[src/rtl/pong_vga_renderer.sv]
// Pong display back end: 640x480-style VGA timing, ball and paddle rendering
// from per-frame snapshots of the game state, and a frame tick for the game logic.
module pong_vga_renderer #(
  parameter int H_ACTIVE      = 640,
  parameter int H_FP          = 16,
  parameter int H_SYNC        = 96,
  parameter int H_BP          = 48,
  parameter int V_ACTIVE      = 480,
  parameter int V_FP          = 10,
  parameter int V_SYNC        = 2,
  parameter int V_BP          = 33,
  parameter int BALL_SIZE     = 10,
  parameter int PADDLE_WIDTH  = 10,
  parameter int PADDLE_HEIGHT = 60,
  parameter int PADDLE_X      = 0
) (
  input  logic       clk,
  input  logic       rst,
  input  logic       pix_ce,
  input  logic [9:0] ball_x,
  input  logic [9:0] ball_y,
  input  logic [9:0] paddle_y,
  output logic       hsync,
  output logic       vsync,
  output logic [5:0] rgb,
  output logic       frame_tick
);

  localparam int H_TOTAL = H_ACTIVE + H_FP + H_SYNC + H_BP;
  localparam int V_TOTAL = V_ACTIVE + V_FP + V_SYNC + V_BP;

  localparam logic [9:0] H_LAST     = 10'(H_TOTAL - 1);
  localparam logic [9:0] V_LAST     = 10'(V_TOTAL - 1);
  localparam logic [9:0] H_VIS      = 10'(H_ACTIVE);
  localparam logic [9:0] V_VIS      = 10'(V_ACTIVE);
  localparam logic [9:0] V_VIS_LAST = 10'(V_ACTIVE - 1);
  localparam logic [9:0] HS_START   = 10'(H_ACTIVE + H_FP);
  localparam logic [9:0] HS_END     = 10'(H_ACTIVE + H_FP + H_SYNC - 1);
  localparam logic [9:0] VS_START   = 10'(V_ACTIVE + V_FP);
  localparam logic [9:0] VS_END     = 10'(V_ACTIVE + V_FP + V_SYNC - 1);

  localparam logic [10:0] BALL_SPAN = 11'(BALL_SIZE - 1);
  localparam logic [10:0] PAD_X0    = 11'(PADDLE_X);
  localparam logic [10:0] PAD_X1    = 11'(PADDLE_X + PADDLE_WIDTH - 1);
  localparam logic [10:0] PAD_SPAN  = 11'(PADDLE_HEIGHT - 1);

  localparam logic [5:0] C_BALL   = 6'b111111;
  localparam logic [5:0] C_PADDLE = 6'b001100;
  localparam logic [5:0] C_BG     = 6'b000001;
  localparam logic [5:0] C_BLANK  = 6'b000000;

  logic [9:0]  h_cnt, v_cnt;
  logic [9:0]  sb_x, sb_y, sp_y;
  logic [10:0] h_ext, v_ext;
  logic        active, ball_hit, paddle_hit, snap_point;
  logic [5:0]  next_rgb;

  // NOTE: every always_comb output gets a default first so no path can infer a latch.
  always_comb begin
    h_ext      = {1'b0, h_cnt};
    v_ext      = {1'b0, v_cnt};
    active     = (h_cnt < H_VIS) && (v_cnt < V_VIS);
    snap_point = (h_cnt == H_LAST) && (v_cnt == V_VIS_LAST);
    // 11-bit range ends keep shapes near 1023 from wrapping back onto row/column 0.
    ball_hit   = (h_ext >= {1'b0, sb_x}) && (h_ext <= {1'b0, sb_x} + BALL_SPAN) &&
                 (v_ext >= {1'b0, sb_y}) && (v_ext <= {1'b0, sb_y} + BALL_SPAN);
    paddle_hit = (h_ext >= PAD_X0) && (h_ext <= PAD_X1) &&
                 (v_ext >= {1'b0, sp_y}) && (v_ext <= {1'b0, sp_y} + PAD_SPAN);
    next_rgb   = C_BLANK;
    if (active) begin
      if (ball_hit)        next_rgb = C_BALL;
      else if (paddle_hit) next_rgb = C_PADDLE;
      else                 next_rgb = C_BG;
    end
  end

  // NOTE: sequential state uses non-blocking assignments so all registers update together.
  always_ff @(posedge clk) begin
    if (rst) begin
      h_cnt      <= '0;
      v_cnt      <= '0;
      hsync      <= 1'b1;
      vsync      <= 1'b1;
      rgb        <= C_BLANK;
      frame_tick <= 1'b0;
      sb_x       <= 10'd320;
      sb_y       <= 10'd240;
      sp_y       <= 10'd210;
    end else begin
      frame_tick <= pix_ce && snap_point;
      if (pix_ce) begin
        // Outputs describe the pixel being left, giving one pixel of latency.
        hsync <= !((h_cnt >= HS_START) && (h_cnt <= HS_END));
        vsync <= !((v_cnt >= VS_START) && (v_cnt <= VS_END));
        rgb   <= next_rgb;
        if (snap_point) begin
          sb_x <= ball_x;
          sb_y <= ball_y;
          sp_y <= paddle_y;
        end
        if (h_cnt == H_LAST) begin
          h_cnt <= '0;
          v_cnt <= (v_cnt == V_LAST) ? 10'd0 : v_cnt + 10'd1;
        end else begin
          h_cnt <= h_cnt + 10'd1;
        end
      end
    end
  end

endmodule

[config.mk]
export PLATFORM = sky130hd
export DESIGN_NAME = pong_vga_renderer
export DESIGN_NICKNAME = d
export VERILOG_FILES = /design/src/rtl/pong_vga_renderer.sv
export SDC_FILE = /design/constraint.sdc
export NUM_CORES = 1
export LEC_CHECK = 0
export ABC_AREA = 1
export CORE_MARGIN = 2
export CORE_UTILIZATION = 60
export CTS_CLUSTER_DIAMETER = 120
export CTS_CLUSTER_SIZE = 24
export DETAILED_ROUTE_END_ITERATION = 16
export PLACE_DENSITY = 0.8
export SLEW_MARGIN = 40
export SYNTH_ARGS = -nofsm -noshare
export SYNTH_HDL_FRONTEND = slang
export SYNTH_SLANG_ARGS = --single-unit
[constraint.sdc]
create_clock -name clk -period 6.1 [get_ports clk]
set_input_delay 1.22 -clock clk [delete_from_list [all_inputs] [get_ports clk]]
set_output_delay 1.22 -clock clk [all_outputs]
set_load 0.005 [all_outputs]
==> results.yml, run 1 <==
status:
  status: "complete, no violations"
cells_and_area:
  layout_common_cells: "nand2_1 (120), inv_1 (91), ha_1 (69), dfxtp_1 (56), a21oi_1 (55)"
  drive_gt1_share_pct: 4.193
  finalInstanceArea_um2: 4922
  area_growth_pct: 13.21
  final_nets: 745
  diodes: 0
  fillers: 647
  layout_commonest_cell: "nand2_1"
sta:
  finClkSkew_ns: 0.01021
  setup_violations: 0
  tightest_slew_ns: 0.6999
  period_minus_slack_ns: 2.997
  rsz0062_at_grt: "false"
  timing.fmax_mhz: 333.7
  timing.final.crit_share_pct: 49.13
  max_slew_margin_pct: 53.27
  maxSlewViolCount: 0
  tns_ns: 0
  hold_viol: 0
pwr:
  peakVddDrop_uv: 111.6
  switchingPower_w: 0.0001534
  p_sw_share_pct: 22.86
  pwr-share-seq_pct: 55.2
  p_per_area_nw_per_um2: 136.3
  combPwrFrac_pct: 7.4
  p_leak_nw: 2.370
  p_clk_share_pct: 37.4
  internal_power_w: 0.0005175
drt:
  vias: 3942
  drtIter0Drc: 204
  detail-route-antenna-nets: 0
  drc_errors: 0
  via_per_inst: 5.306
  drt_first_pass_iters: 4
  drt-total-wl_mm: 9.660
  wl_per_cell_um: 13.00
setup_path:
  r2r_slack_ns: 3.54
  worst_setup_path_start_kind: "primary input"
  cp.arrival_ns: 3.23
  reg2reg_to: "rgb[0]"
  crit_chain: "clkdlybuf4s50_1 -> inv_2 -> nand2_1 -> o21ai_1 -> inv_1 -> a211oi_1"
  rr_startpoint: "sb_x[0]"
  reg2reg_depth: 19
  critPathKind: "primary input to flip-flop"
  cp-end-kind: "flip-flop"
  crit_path_max_incr_delay_ns: 0.65
  setup.worst_path.start: "rst"
  slowest_stage: "clkdlybuf4s50_1"
  cp.required_ns: 6.33
  worstPathMaxFanout: 33
placement:
  port_buffers: 41
  gp_congestion: 0.9228
  dpl_cell_area_um2: 4806
  hpwl_mm: 7.692
clocking:
  insertion_delay_ns: 0.32
  post_cts_resized: 0
  cts_hold_buf: 0
  clock-root-buffer: "clkbuf_8"
  clockBufferDepth: 2
  cts_tree: "yes"
  cts_htree_levels: 2
  clk_pin_slew_worst_paths_ns: 0.10
  postCtsSetupBuffers: 0
  clkSinkCount: 56
  cts_buffers: 5
synthesis:
  synthMuxAreaShare_pct: 0
  ys_seq_elements: 56
  synthArstFlopShare_pct: 0
  synth_fa_ha_area_share_pct: 19.86
  synthXorXnorAreaFrac_pct: 5.439
  synth_area_um2: 4348
  synth_top_area_cell: "dfxtp_1"
  synth_area_leaders: "dfxtp_1 (26%), ha_1 (20%), nand2_1 (10%)"
  yosys.area_share.simple_pct: 24.60
  syn_inst: 609
  synth-seq-area-share_pct: 25.78
  synth.avg_cell_area_um2: 7.139
  synth_compound_area_share_pct: 14.30
  synth_top_family_by_area: "simple AND/OR/NAND/NOR gates"
  yosysUniqueCellTypes: 37
  synth-edff-count: 0
  syn_nets: 711
  yosysTopAreaCellShare_pct: 25.78
  synth_flop_cell: "dfxtp_1"
  yosysWarnings: 0
min_path:
  hold_class: "flip-flop to flip-flop"
  holdPathStages: 1
  min_to: "hsync"
  hold_start: "hsync"
global_route:
  first_global_vias: 3684
  grtUsageTotal_pct: 25.56
  grt_pass1_wl_mm: 16.19
  antenna_found_initial: 0
  grt_max_degree: 42
  overflow: 0
floorplanning:
  core_um2: 7137
  start_util_pct: 60.92
  io_pins: 42
  die_x_um: 89.13
  die_area_um2: 7943
  num_rows: 31
  die_h_um: 89.13
flow_run:
  maxCapViolations: 0
-- logic make-up after synthesis --
logic type	count (synthesis)
simple gates	236
fa+ha+maj	69
buf+inv	109
compound gates	112
flops	56
xor+xnor	27
-- cell usage after synthesis (2+ instances only) --
library cell	number
nand3_1	27
nand2_1	120
buf_2	4
nor3_1	12
nor2_2	6
nor2_1	48
inv_1	92
dfxtp_1	56
o21ai_1	20
xnor2_1	3
a21oi_1	55
a211oi_1	2
o211ai_1	13
clkbuf_1	4
ha_1	69
inv_2	2
o21ai_0	14
buf_4	5
o21a_1	3
xor2_1	24
nand3b_1	2
nand4_1	10
nand2_2	3
nor3_4	2
-- critical path, delay by kind of cell --
family	cells	cell delay, ns
compound gates	2	0.41
simple gates	1	0.29
buf+inv	3	1.30
-- through the flow --
| step | hold slack [ns] | util, % | total power, W | setup WS, ns | cells |
|---|---|---|---|---|---|
| after floorplan | 0.4632 | - | 0.0003995 | 3.907 | 609 |
| after global placement | 0.4544 | 67.34 | 0.0004273 | 2.413 | 735 |
| after detailed placement | 0.4626 | 67.34 | 0.0004286 | 2.700 | 735 |
| after CTS | 0.4904 | 68.90 | 0.0006749 | 3.029 | 743 |
| after global routing | 0.5007 | 68.97 | 0.0006941 | 2.855 | 743 |
| final | 0.4850 | 68.97 | 0.0006709 | 3.103 | 743 |
-- power groups by stage --
| stage | clock network, W | registers (W) | logic [W] |
|---|---|---|---|
| 6_report | 0.000251 | 0.000370 | 0.0000499 |
| 3_3_place_gp | 0 | 0.000378 | 0.0000489 |
| 5_1_grt | 0.000267 | 0.000371 | 0.0000561 |
| 3_5_place_dp | 0 | 0.000379 | 0.0000500 |
| 4_1_cts | 0.000255 | 0.000370 | 0.0000502 |
| 2_1_floorplan | 0 | 0.000378 | 0.0000214 |
-- how the worst max path moves through the flow --
| stage | endpoint | slack (ns) |
|---|---|---|
| final | v_cnt[6] | 3.10 |
| after global routing | v_cnt[8] | 2.86 |
| after CTS | sb_x[8] | 3.03 |
| after detailed placement | sb_x[8] | 2.70 |
| after global placement | v_cnt[6] | 2.41 |
| after floorplan | rgb[0] | 3.91 |
-- per-layer routing --
layer / vias up / wire (um) / track usage [%]
li1: 2067 / - / -
met1: 1791 / 4587 / 34.97
met2: 71 / 4506 / 43.43
met3: 13 / 456 / 3.232
met4: 0 / 109 / 5.156
met5: - / 0 / 0
-- state kept, by name (all words and copies together) (netlist names) --
register,cells
sb_y,10
rgb,3
hsync,1
vsync,1
v_cnt,10
frame_tick,1
sb_x,10
sp_y,10
h_cnt,10
-- cell type report --
type	count	area, um2	share of cell area [%]
clock buffers	5	68.82	1.398
clock inverters	3	42.54	0.8643
inverters	95	359.1	7.295
multi-input cells	444	2796	56.81
flip-flops and latches	56	1121	22.78
well taps	99	123.9	2.517
repair buffers	41	410.4	8.338
Power figures use the tool's default switching activity.
==> run 2, diff against run 1 <==
- CORE_UTILIZATION: 60 -> 53
- PLACE_DENSITY: 0.8 -> 0.75
- clock period: 6.1 -> 2.6 ns (I/O delays scaled with it)
==> run 2 against run 1 <==
Net effect:
- sequential power is 140% higher
- register-to-register slack got worse by 3.4 ns
- sequential share of layout area is 0.40 points lower
- critical path type is now flip-flop to flip-flop
- worst setup slack lost 2.9 ns
- global-route usage is 1.9 points lower
- core utilization decreased by 7.0 points
- final cell count grew 1.9%
==> results.yml, run 2 (synthesis gave the netlist of run 1 again) <==
status:
  status: "complete, no violations"
sta:
  tightest_slew_ns: 0.7050
  layout_setup_ws_ns: 0.1730
  setup_violations: 0
  timing.fmax_mhz: 412.0
  timing.final.crit_share_pct: 93.35
  maxSlewViolCount: 0
  max_slew_margin_pct: 52.93
  finClkSkew_ns: 0.01841
  period_minus_slack_ns: 2.427
  tns_ns: 0
  hold_viol: 0
global_route:
  gr-usage-met1_pct: 30.92
  first_global_vias: 3679
  grt_use_met2_pct: 41.73
  grt_max_degree: 42
  grtUsageTotal_pct: 23.69
  top_usage_layer: "met2"
  grt_pass1_wl_mm: 16.86
  use_met3_pct: 3.033
  overflow: 0
  antenna_found_initial: 0
clocking:
  cts_htree_levels: 2
  clkSinkCount: 56
  cts_buffers: 5
  clockBufferDepth: 2
  insertion_delay_ns: 0.32
  clock-root-buffer: "clkbuf_8"
  cts_tree: "yes"
  clk_pin_slew_worst_paths_ns: 0.10
min_path:
  hold_start: "vsync"
  hold_class: "flip-flop to flip-flop"
  holdPathStages: 2
  min_to: "vsync"
floorplanning:
  start_util_pct: 53.73
  die_h_um: 94.58
  io_pins: 42
  core_um2: 8093
  die_area_um2: 8944
  num_rows: 33
  die_x_um: 94.58
placement:
  port_buffers: 41
  gp_congestion: 0.9394
  preCtsSetupSlack_ns: 0.06757
  dpl_cell_area_um2: 4858
  hpwl_mm: 7.984
cells_and_area:
  final_nets: 753
  layout_commonest_cell: "nand2_1"
  layout_common_cells: "nand2_1 (117), inv_1 (90), ha_1 (68), dfxtp_1 (55), a21oi_1 (52)"
  diodes: 0
  area_growth_pct: 15.37
  drive_gt1_share_pct: 7.209
  finalInstanceArea_um2: 5016
setup_path:
  reg2reg_depth: 17
  rr_startpoint: "sb_y[0]"
  reg2reg_to: "rgb[3]"
  worst_setup_path_start_kind: "flip-flop"
  critPathKind: "flip-flop to flip-flop"
  r2r_slack_ns: 0.17
  cp-end-kind: "flip-flop"
  worstPathMaxFanout: 4
  cp.required_ns: 2.87
  cp.arrival_ns: 2.70
pwr:
  switchingPower_w: 0.0003704
  peakVddDrop_uv: 172.2
  pwr-share-seq_pct: 57.2
  p_per_area_nw_per_um2: 302.8
  internal_power_w: 0.001149
  p_leak_nw: 2.400
  combPwrFrac_pct: 8.2
  p_sw_share_pct: 24.39
  p_clk_share_pct: 34.6
  power.total_w: 0.001519
drt:
  drt_first_pass_iters: 4
  drt-total-wl_mm: 10.15
  wl_per_cell_um: 13.41
  drtIter0Drc: 169
  detail-route-antenna-nets: 0
  via_per_inst: 5.297
  drc_errors: 0
  vias: 4010
flow_run:
  maxCapViolations: 0
[run 2: stage by stage]
step                      hold WS (ns)  util [%]  cells
final                           0.4776     61.98    757
after detailed placement        0.4583     60.03    747
after CTS                       0.4867     61.24    755
after global placement          0.4549     60.03    747
after floorplan                 0.4632         -    609
after global routing            0.5210     61.98    757
[run 2: power by group through the flow]
stage          combinational, W  clock [W]  sequential [W]
2_1_floorplan         0.0000501          0        0.000887
3_3_place_gp           0.000121          0        0.000889
3_5_place_dp           0.000124          0        0.000889
4_1_cts                0.000124   0.000543        0.000870
5_1_grt                0.000141   0.000577        0.000871
6_report               0.000124   0.000525        0.000870
[run 2: how the worst max path moves through the flow]
stage,endpoint,cells past startpoint,startpoint,slack (ns)
floorplan,rgb[0],21,sp_y[0],0.41
global placement,rgb[0],21,sp_y[0],0.1
detailed placement,rgb[0],21,sp_y[0],0.07
CTS,rgb[0],21,sp_y[0],0.06
global route,rgb[0],21,sp_y[0],-0.04
finish,rgb[3],17,sb_y[0],0.17
[run 2: final cells by class]
| class | count | area, um2 |
|---|---|---|
| fillers | 764 | 3077 |
| repair buffers | 49 | 470.5 |
| clock buffers | 6 | 82.58 |
| multi-input cells | 444 | 2833 |
| flip-flops and latches | 56 | 1122 |
| clock inverters | 2 | 15.01 |
| well taps | 105 | 131.4 |
| inverters | 95 | 361.6 |
[run 2: timing repair]
| item | 4_1_cts | 5_1_grt |
|---|---|---|
| endpoints found under the setup margin | 0 | 2 |
| gates resized for setup | 0 | 15 |
| setup buffers | 0 | 2 |
| hold buffers | 0 | 0 |
[run 2: worst max-delay path, cell delays in order (launching register included)]
cell	delay, ns
dfxtp_1	0.40
ha_1	0.21
nand2_1	0.06
nand2_1	0.14
nand3_1	0.10
xor2_1	0.15
ha_1	0.29
nand2_1	0.09
inv_1	0.04
a21oi_1	0.16
nand2_1	0.07
nand2_1	0.05
nand2_1	0.05
a21oi_1	0.16
nand4_1	0.18
nand3_1	0.12
nand2_1	0.05
inv_1	0.05
[run 2: metal layers]
layer | wire length [um] | vias up
met5 | 0 | -
met4 | 102 | 0
met3 | 398 | 8
met2 | 4786 | 77
met1 | 4865 | 1838
li1 | - | 2087
